## src/rtl/aes_block_buffer_if.sv

```systemverilog
// aes_block_buffer_if
// Bundles every non-clock, non-reset signal of aes_block_buffer.
//   slave  : the buffer itself (FIFO/core inputs in, read/start/write/error out)
//   master : the environment around it (input FIFO, AES core, output FIFO)
// Signal groups:
//   parameter load : iParam_load, iWords, iEnable
//   input FIFO     : iFF_in_empty, oFF_in_read_req, iFF_in_data
//   AES core       : oStart, oBlock, iCore_busy, iCore_valid, iCore_block
//   output FIFO    : iFF_out_almost_full, oFF_out_write_req, oFF_out_data
//   status         : oErr
interface aes_block_buffer_if #(
    parameter int DATA_W    = 32,
    parameter int MAX_WORDS = 8,
    parameter int CW        = $clog2(MAX_WORDS) + 1
);
    logic                        iParam_load;
    logic [CW-1:0]               iWords;
    logic                        iEnable;
    logic                        iFF_in_empty;
    logic                        oFF_in_read_req;
    logic [DATA_W-1:0]           iFF_in_data;
    logic                        oStart;
    logic [MAX_WORDS*DATA_W-1:0] oBlock;
    logic                        iCore_busy;
    logic                        iCore_valid;
    logic [MAX_WORDS*DATA_W-1:0] iCore_block;
    logic                        iFF_out_almost_full;
    logic                        oFF_out_write_req;
    logic [DATA_W-1:0]           oFF_out_data;
    logic                        oErr;

    modport slave (
        input  iParam_load, iWords, iEnable,
        input  iFF_in_empty, iFF_in_data,
        output oFF_in_read_req,
        output oStart, oBlock,
        input  iCore_busy, iCore_valid, iCore_block,
        input  iFF_out_almost_full,
        output oFF_out_write_req, oFF_out_data,
        output oErr
    );

    modport master (
        output iParam_load, iWords, iEnable,
        output iFF_in_empty, iFF_in_data,
        input  oFF_in_read_req,
        input  oStart, oBlock,
        output iCore_busy, iCore_valid, iCore_block,
        output iFF_out_almost_full,
        input  oFF_out_write_req, oFF_out_data,
        input  oErr
    );
endinterface

```

## src/rtl/aes_block_buffer.sv

```systemverilog
// aes_block_buffer
// Collects W words from the input FIFO into one AES block, hands the block to
// the core with a one-cycle oStart, and streams each core result word by word
// into the output FIFO through two ping-pong result slots.
// Ports:
//   iClk : clock, all state on its rising edge
//   iRst : asynchronous active-high reset
//   bus  : aes_block_buffer_if.slave (parameter load, input FIFO, core, output FIFO, oErr)
module aes_block_buffer #(
    parameter int DATA_W    = 32,
    parameter int MAX_WORDS = 8
) (
    input  logic              iClk,
    input  logic              iRst,
    aes_block_buffer_if.slave bus
);
    localparam int CW = $clog2(MAX_WORDS) + 1;
    localparam int IW = $clog2(MAX_WORDS);
    localparam logic [CW-1:0] MAX_W = CW'(MAX_WORDS);

    typedef enum logic {FILL = 1'b0, HOLD = 1'b1} fill_state_t;

    // input side
    fill_state_t   state_reg;
    logic [CW-1:0] w_reg;
    logic [CW-1:0] issued_reg;
    logic [CW-1:0] captured_reg;
    logic          rd_pending_reg;

    // output side
    logic [1:0]        reserved_reg;
    logic [1:0]        inflight_reg;
    logic [1:0]        slot_occ_reg;
    logic [CW-1:0]     slot_words_reg [2];
    logic [DATA_W-1:0] slot_data_reg  [2][MAX_WORDS];
    logic              head_reg;
    logic              wr_ptr_reg;
    logic              res_ptr_reg;
    logic [CW-1:0]     rd_idx_reg;
    logic              out_wr_reg;
    logic [DATA_W-1:0] out_data_reg;
    logic              err_reg;

    logic bad_words;
    logic read_req;
    logic start;
    logic capture;
    logic last_capture;
    logic core_accept;
    logic drain_go;
    logic drain_done;

    assign bad_words = (bus.iWords == '0) || (bus.iWords > MAX_W);

    // read_req and start are combinational outputs; gating with iRst keeps
    // them low for the whole time reset is held.
    assign read_req = ~iRst & (state_reg == FILL) & ~bus.iFF_in_empty & bus.iEnable
                    & (issued_reg < w_reg) & ~bus.iParam_load;
    assign start    = ~iRst & (state_reg == HOLD) & ~bus.iCore_busy
                    & (reserved_reg < 2'd2) & ~bus.iParam_load;

    // A parameter load in the data-return cycle discards that word.
    assign capture      = rd_pending_reg & ~bus.iParam_load;
    assign last_capture = capture & ((captured_reg + CW'(1)) == w_reg);

    // A result with nothing in flight is dropped (and flagged).
    assign core_accept = bus.iCore_valid & (inflight_reg != 2'd0);

    assign drain_go   = slot_occ_reg[head_reg] & ~bus.iFF_out_almost_full;
    assign drain_done = drain_go & (rd_idx_reg == (slot_words_reg[head_reg] - CW'(1)));

    always_ff @(posedge iClk or posedge iRst) begin
        if (iRst) begin
            state_reg      <= FILL;
            w_reg          <= MAX_W;
            issued_reg     <= '0;
            captured_reg   <= '0;
            rd_pending_reg <= 1'b0;
        end else begin
            rd_pending_reg <= read_req;
            if (bus.iParam_load) begin
                w_reg        <= bad_words ? MAX_W : bus.iWords;
                issued_reg   <= '0;
                captured_reg <= '0;
                state_reg    <= FILL;
            end else begin
                case (state_reg)
                    FILL: begin
                        if (read_req)
                            issued_reg <= issued_reg + CW'(1);
                        if (capture) begin
                            captured_reg <= captured_reg + CW'(1);
                            if (last_capture)
                                state_reg <= HOLD;
                        end
                    end
                    HOLD: begin
                        if (start) begin
                            issued_reg   <= '0;
                            captured_reg <= '0;
                            state_reg    <= FILL;
                        end
                    end
                    default: state_reg <= FILL;
                endcase
            end
        end
    end

    // Block assembly registers; words beyond the current W read as zero.
    genvar gi;
    generate
        for (gi = 0; gi < MAX_WORDS; gi++) begin : g_in_word
            logic [DATA_W-1:0] word_reg;
            always_ff @(posedge iClk or posedge iRst) begin
                if (iRst)
                    word_reg <= '0;
                else if (capture && (captured_reg[IW-1:0] == IW'(gi)))
                    word_reg <= bus.iFF_in_data;
            end
            assign bus.oBlock[gi*DATA_W +: DATA_W] = (CW'(gi) < w_reg) ? word_reg : '0;
        end
    endgenerate

    // Slots are used strictly in rotation: res_ptr assigns a slot (and its
    // word count) at start, wr_ptr fills it on the result, head drains it.
    // With at most two reservations the written slot is never the one draining.
    always_ff @(posedge iClk or posedge iRst) begin
        if (iRst) begin
            reserved_reg <= 2'd0;
            inflight_reg <= 2'd0;
            slot_occ_reg <= 2'b00;
            head_reg     <= 1'b0;
            wr_ptr_reg   <= 1'b0;
            res_ptr_reg  <= 1'b0;
            rd_idx_reg   <= '0;
            out_wr_reg   <= 1'b0;
            out_data_reg <= '0;
            err_reg      <= 1'b0;
            for (int s = 0; s < 2; s++) begin
                slot_words_reg[s] <= MAX_W;
                for (int k = 0; k < MAX_WORDS; k++)
                    slot_data_reg[s][k] <= '0;
            end
        end else begin
            if (start) begin
                slot_words_reg[res_ptr_reg] <= w_reg;
                res_ptr_reg                 <= ~res_ptr_reg;
            end

            if (core_accept) begin
                for (int k = 0; k < MAX_WORDS; k++)
                    slot_data_reg[wr_ptr_reg][k] <= bus.iCore_block[k*DATA_W +: DATA_W];
                slot_occ_reg[wr_ptr_reg] <= 1'b1;
                wr_ptr_reg               <= ~wr_ptr_reg;
            end

            out_wr_reg <= drain_go;
            if (drain_go) begin
                out_data_reg <= slot_data_reg[head_reg][rd_idx_reg[IW-1:0]];
                if (drain_done) begin
                    slot_occ_reg[head_reg] <= 1'b0;
                    head_reg               <= ~head_reg;
                    rd_idx_reg             <= '0;
                end else begin
                    rd_idx_reg <= rd_idx_reg + CW'(1);
                end
            end

            case ({start, drain_done})
                2'b10:   reserved_reg <= reserved_reg + 2'd1;
                2'b01:   reserved_reg <= reserved_reg - 2'd1;
                default: reserved_reg <= reserved_reg;
            endcase

            case ({start, core_accept})
                2'b10:   inflight_reg <= inflight_reg + 2'd1;
                2'b01:   inflight_reg <= inflight_reg - 2'd1;
                default: inflight_reg <= inflight_reg;
            endcase

            if ((bus.iParam_load && bad_words) || (bus.iCore_valid && !core_accept))
                err_reg <= 1'b1;
        end
    end

    assign bus.oFF_in_read_req   = read_req;
    assign bus.oStart            = start;
    assign bus.oFF_out_write_req = out_wr_reg;
    assign bus.oFF_out_data      = out_data_reg;
    assign bus.oErr              = err_reg;
endmodule
```

## src/flat_wrapper.sv

```systemverilog
// flat-port wrapper written by rule: the top's interface ports become plain ports
module aes_block_buffer_flat 
#(
    parameter int DATA_W    = 32,
    parameter int MAX_WORDS = 8
)
  (iClk, iRst, bus_iParam_load, bus_iWords, bus_iEnable, bus_iFF_in_empty, bus_iFF_in_data, bus_oFF_in_read_req, bus_oStart, bus_oBlock, bus_iCore_busy, bus_iCore_valid, bus_iCore_block, bus_iFF_out_almost_full, bus_oFF_out_write_req, bus_oFF_out_data, bus_oErr);
  aes_block_buffer_if #(.DATA_W(DATA_W), .MAX_WORDS(MAX_WORDS)) bus_i ();
  input  logic iClk;
  input  logic iRst;
  input wire logic [$bits(bus_i.iParam_load)-1:0] bus_iParam_load;
  input wire logic [$bits(bus_i.iWords)-1:0] bus_iWords;
  input wire logic [$bits(bus_i.iEnable)-1:0] bus_iEnable;
  input wire logic [$bits(bus_i.iFF_in_empty)-1:0] bus_iFF_in_empty;
  input wire logic [$bits(bus_i.iFF_in_data)-1:0] bus_iFF_in_data;
  output wire logic [$bits(bus_i.oFF_in_read_req)-1:0] bus_oFF_in_read_req;
  output wire logic [$bits(bus_i.oStart)-1:0] bus_oStart;
  output wire logic [$bits(bus_i.oBlock)-1:0] bus_oBlock;
  input wire logic [$bits(bus_i.iCore_busy)-1:0] bus_iCore_busy;
  input wire logic [$bits(bus_i.iCore_valid)-1:0] bus_iCore_valid;
  input wire logic [$bits(bus_i.iCore_block)-1:0] bus_iCore_block;
  input wire logic [$bits(bus_i.iFF_out_almost_full)-1:0] bus_iFF_out_almost_full;
  output wire logic [$bits(bus_i.oFF_out_write_req)-1:0] bus_oFF_out_write_req;
  output wire logic [$bits(bus_i.oFF_out_data)-1:0] bus_oFF_out_data;
  output wire logic [$bits(bus_i.oErr)-1:0] bus_oErr;
  assign bus_i.iParam_load = bus_iParam_load;
  assign bus_i.iWords = bus_iWords;
  assign bus_i.iEnable = bus_iEnable;
  assign bus_i.iFF_in_empty = bus_iFF_in_empty;
  assign bus_i.iFF_in_data = bus_iFF_in_data;
  assign bus_oFF_in_read_req = bus_i.oFF_in_read_req;
  assign bus_oStart = bus_i.oStart;
  assign bus_oBlock = bus_i.oBlock;
  assign bus_i.iCore_busy = bus_iCore_busy;
  assign bus_i.iCore_valid = bus_iCore_valid;
  assign bus_i.iCore_block = bus_iCore_block;
  assign bus_i.iFF_out_almost_full = bus_iFF_out_almost_full;
  assign bus_oFF_out_write_req = bus_i.oFF_out_write_req;
  assign bus_oFF_out_data = bus_i.oFF_out_data;
  assign bus_oErr = bus_i.oErr;
  aes_block_buffer #(.DATA_W(DATA_W), .MAX_WORDS(MAX_WORDS)) u_core (.iClk(iClk), .iRst(iRst), .bus(bus_i));
endmodule
```

## config.mk

```make
export PLATFORM = sky130hd
export DESIGN_NAME = aes_block_buffer_flat
export DESIGN_NICKNAME = d
export VERILOG_FILES = /design/src/rtl/aes_block_buffer_if.sv /design/src/rtl/aes_block_buffer.sv /design/src/flat_wrapper.sv
export SDC_FILE = /design/constraint.sdc
export NUM_CORES = 2
export LEC_CHECK = 0
export BUFFER_PORTS_ARGS = -buffer_cell sky130_fd_sc_hd__clkbuf_2
export CAP_MARGIN = 20
export CORE_MARGIN = 5
export CORE_UTILIZATION = 51
export DETAILED_ROUTE_END_ITERATION = 10
export PLACE_DENSITY = 0.87
export SETUP_SLACK_MARGIN = 0.5
export SLEW_MARGIN = 20
export SYNTH_ARGS = -nofsm -noshare
export SYNTH_HDL_FRONTEND = slang
export SYNTH_SLANG_ARGS = --single-unit
```

## constraint.sdc

```tcl
create_clock -name iClk -period 26 [get_ports iClk]
set_clock_uncertainty 0.1 [all_clocks]
set_input_delay 1.3 -clock iClk [delete_from_list [all_inputs] [get_ports iClk]]
set_output_delay 1.3 -clock iClk [all_outputs]
set_load 0.01 [all_outputs]
```

==> flow_summary.toml <==
[run_status]
status = "finished clean"

[drt]
wire_per_inst_um = 24.28
avgViaCountPerCell = 5.747
antenna_left = 0
wl_mm = 110.9
drc = 0
drt_pass1_iterations = 5
drtIter0Drc = 2085
vias = 26250

[pwr]
leakage_nw = 22.01
ir_worst_vdd_mv = 0.08045
power_density_mw_per_mm2 = 113.0

[layout]
largest_reg_flops = 512
nFillCells = 5326
drive_gt1_frac = 0.4017
final_common_cell = "dfrtp_1"
area_delta_synth_final_pct = 18.00
final_cells = 4568
seq_area_mm2 = 0.02096
final_cell_mix = "831 x dfrtp_1, 793 x nand2_1, 591 x clkbuf_2, 517 x mux2_2, 196 x nor2b_1"
final_nets = 3834
final_util = 0.6053
multi_input_area_mm2 = 0.01545

[worst_hold_path]
hp-start = "u_core.slot_data_reg[133]"
hold_path.class = "reg -> reg"

[clock_tree]
hold_buffers = 0
cts.sinks = 837
root_buffer = "clkbuf_16"
clk_pin_slew_ns = 0.06
ctsResizeCount = 0
cts_tree = "yes"
cts_buffers = 87
cts_buffer_depth = 3
cts-htree-levels = 3
post_cts_buffers = 0
insertion_delay_ns = 0.63

[place]
globalplace.congestion = 0.8510
detailed_place_hpwl_mm = 72.91
portBuffers = 591
place_inst = 4389

[synthesis]
seq_area_frac_synth = 0.5617
syn_area_per_cell_um2 = 12.46
syn-cell-area_mm2 = 0.03730
ys_types = 45
ys_ff_latch = 837
syn_inst = 2993
synth_edf_count = 0
async_reset_ff_frac = 1.000
yosys_warnings = 0
synth_nets = 3307
synthFlopType = "dfrtp_1"

[floorplan]
rows = 99
initial_core_util = 0.5130
io_pins = 592
dieHeight_um = 280.4
die_w_um = 280.4
core_area_mm2 = 0.07271
die-area_mm2 = 0.07864

[timing]
worst_slew_pin_slew_ns = 1.179
setup_viol = 0
relSlewSlack = 0.2138
tns_ns = 0
period_needed_ns = 5.635
slew_viol_final = 0
rsz0062_at_grt = "no"
final_hold_viol_count = 0
fmax_mhz = 177.5
period_share = 0.2167

[setup_path]
start_kind = "input port"
endpoint_kind = "async pin"
startpoint = "iRst"
path_delay_family = "buffers and inverters"
critPathSlowestCell = "buf_4"
critPathMaxFanout = 119
cp_cell_sequence = "clkbuf_2 -> inv_8 -> buf_4 -> buf_4 -> buf_4 -> buf_4 -> buf_6"
path_class = "in -> async"
critPathBufInv = 7
required_ns = 26.56
critical_path.most_common_cell = "buf_4"
slowest_delay_ns = 0.86
r2r-start = "u_core.rd_idx_reg[1]"
worstPathArrival_ns = 6.19

[grt]
grt_pass1_wl_mm = 168.4
grt_use_met3 = 0.08521
grtUsageMet1 = 0.3347
top_usage_layer = "met2"
antenna_found_initial = 32
grt-ovfl-total = 0
met2_usage = 0.4447
grt_util_all_layers = 0.2759
grt_pass1_vias = 28100
grt_max_degree = 219

[job]
cap_violations = 0
## through the flow
stage | hold slack [ns] | area, um2 | power [mW] | worst slack [ns]
finish | 0.3692 | 44010 | 4.971 | 20.37
global route | 0.3784 | 44000 | 5.216 | 19.51
floorplan | 0.3403 | 37300 | 3.166 | 1.090
global placement | 0.3520 | 40940 | 3.581 | 19.19
CTS | 0.3719 | 43900 | 4.983 | 19.82
detailed placement | 0.3574 | 40940 | 3.666 | 19.11
## cell usage after synthesis, types with 11 or more instances
cell | count | share of area
dfrtp_1 | 834 | 0.56
nand2_1 | 795 | 0.080
mux2_2 | 517 | 0.16
nor2b_1 | 196 | 0.033
mux4_2 | 128 | 0.077
buf_2 | 111 | 0.015
mux2i_1 | 68 | 0.018
and2_1 | 67 | 0.011
clkbuf_1 | 54 | 0.0054
a21o_1 | 33 | 0.0066
o22ai_1 | 33 | 0.0055
o21ai_0 | 18 | 0.0024
xnor2_1 | 17 | 0.0040
nor2_1 | 16 | 0.0016
ha_1 | 14 | 0.0047
inv_1 | 12 | 0.0012
buf_6 | 11 | 0.0033
## path summary, 6_finish.rpt
kind / to / slack, ns / cells after the start
hold / removal: u_core.slot_data_reg[133] / 0.37 / 2
max in group iClk: bus_oBlock[139] / 21.77 / 7
min in group asynchronous: u_core.rd_pending_reg / 0.79 / 2
setup / recovery: u_core.slot_data_reg[436] / 20.37 / 7
hold reg to reg: u_core.slot_data_reg[133] / 0.37 / 2
setup reg to reg: u_core.reserved_reg[1] / 22.68 / 7
## worst register-to-register path, cell delays in order, from the launching register on
cell and delay [ns]:
dfrtp_4 0.85, buf_4 0.79, xor2_1 0.29, nand4_4 0.15, a211oi_4 0.39, ha_1 0.34, nor2_1 0.15, xor2_1 0.15
## metal layers
layer	part of all wire	vias up	routed length [um]
met4	0.061	16	6766
met1	0.36	13430	40370
met5	0.00092	-	102
met3	0.093	330	10350
met2	0.48	1252	53330
li1	-	11230	-
## layout make-up
type,count,area share
flip-flops and latches,837,0.4762
repair buffers,625,0.07514
inverters,13,0.001564
multi-input cells,1956,0.3510
diodes,27,0.001535
well taps,959,0.02726
clock buffers,119,0.05700
clock inverters,32,0.01026
## power breakdown
part	switching, mW	internal, mW	total [mW]
sequential	0.276	1.76	2.03
clock	0.535	0.757	1.29
combinational	0.853	0.794	1.65
total	1.66	3.31	4.97
## cells by family (layout without fill, tap and decap cells)
group / Yosys count / after routing / share of synthesized area
multiplexers: 713 / 713 / 0.2516
XOR/XNOR: 25 / 25 / 0.006239
AND/OR/NAND/NOR: 1099 / 1099 / 0.1301
buffers and inverters: 200 / 789 / 0.02680
AO/OA/AOI/OAI: 105 / 105 / 0.01885
adder cells (fa/ha/maj): 14 / 14 / 0.004696
flip-flops: 837 / 837 / 0.5617
other: 0 / 27 / 0
(Power assumes the default switching activity.)
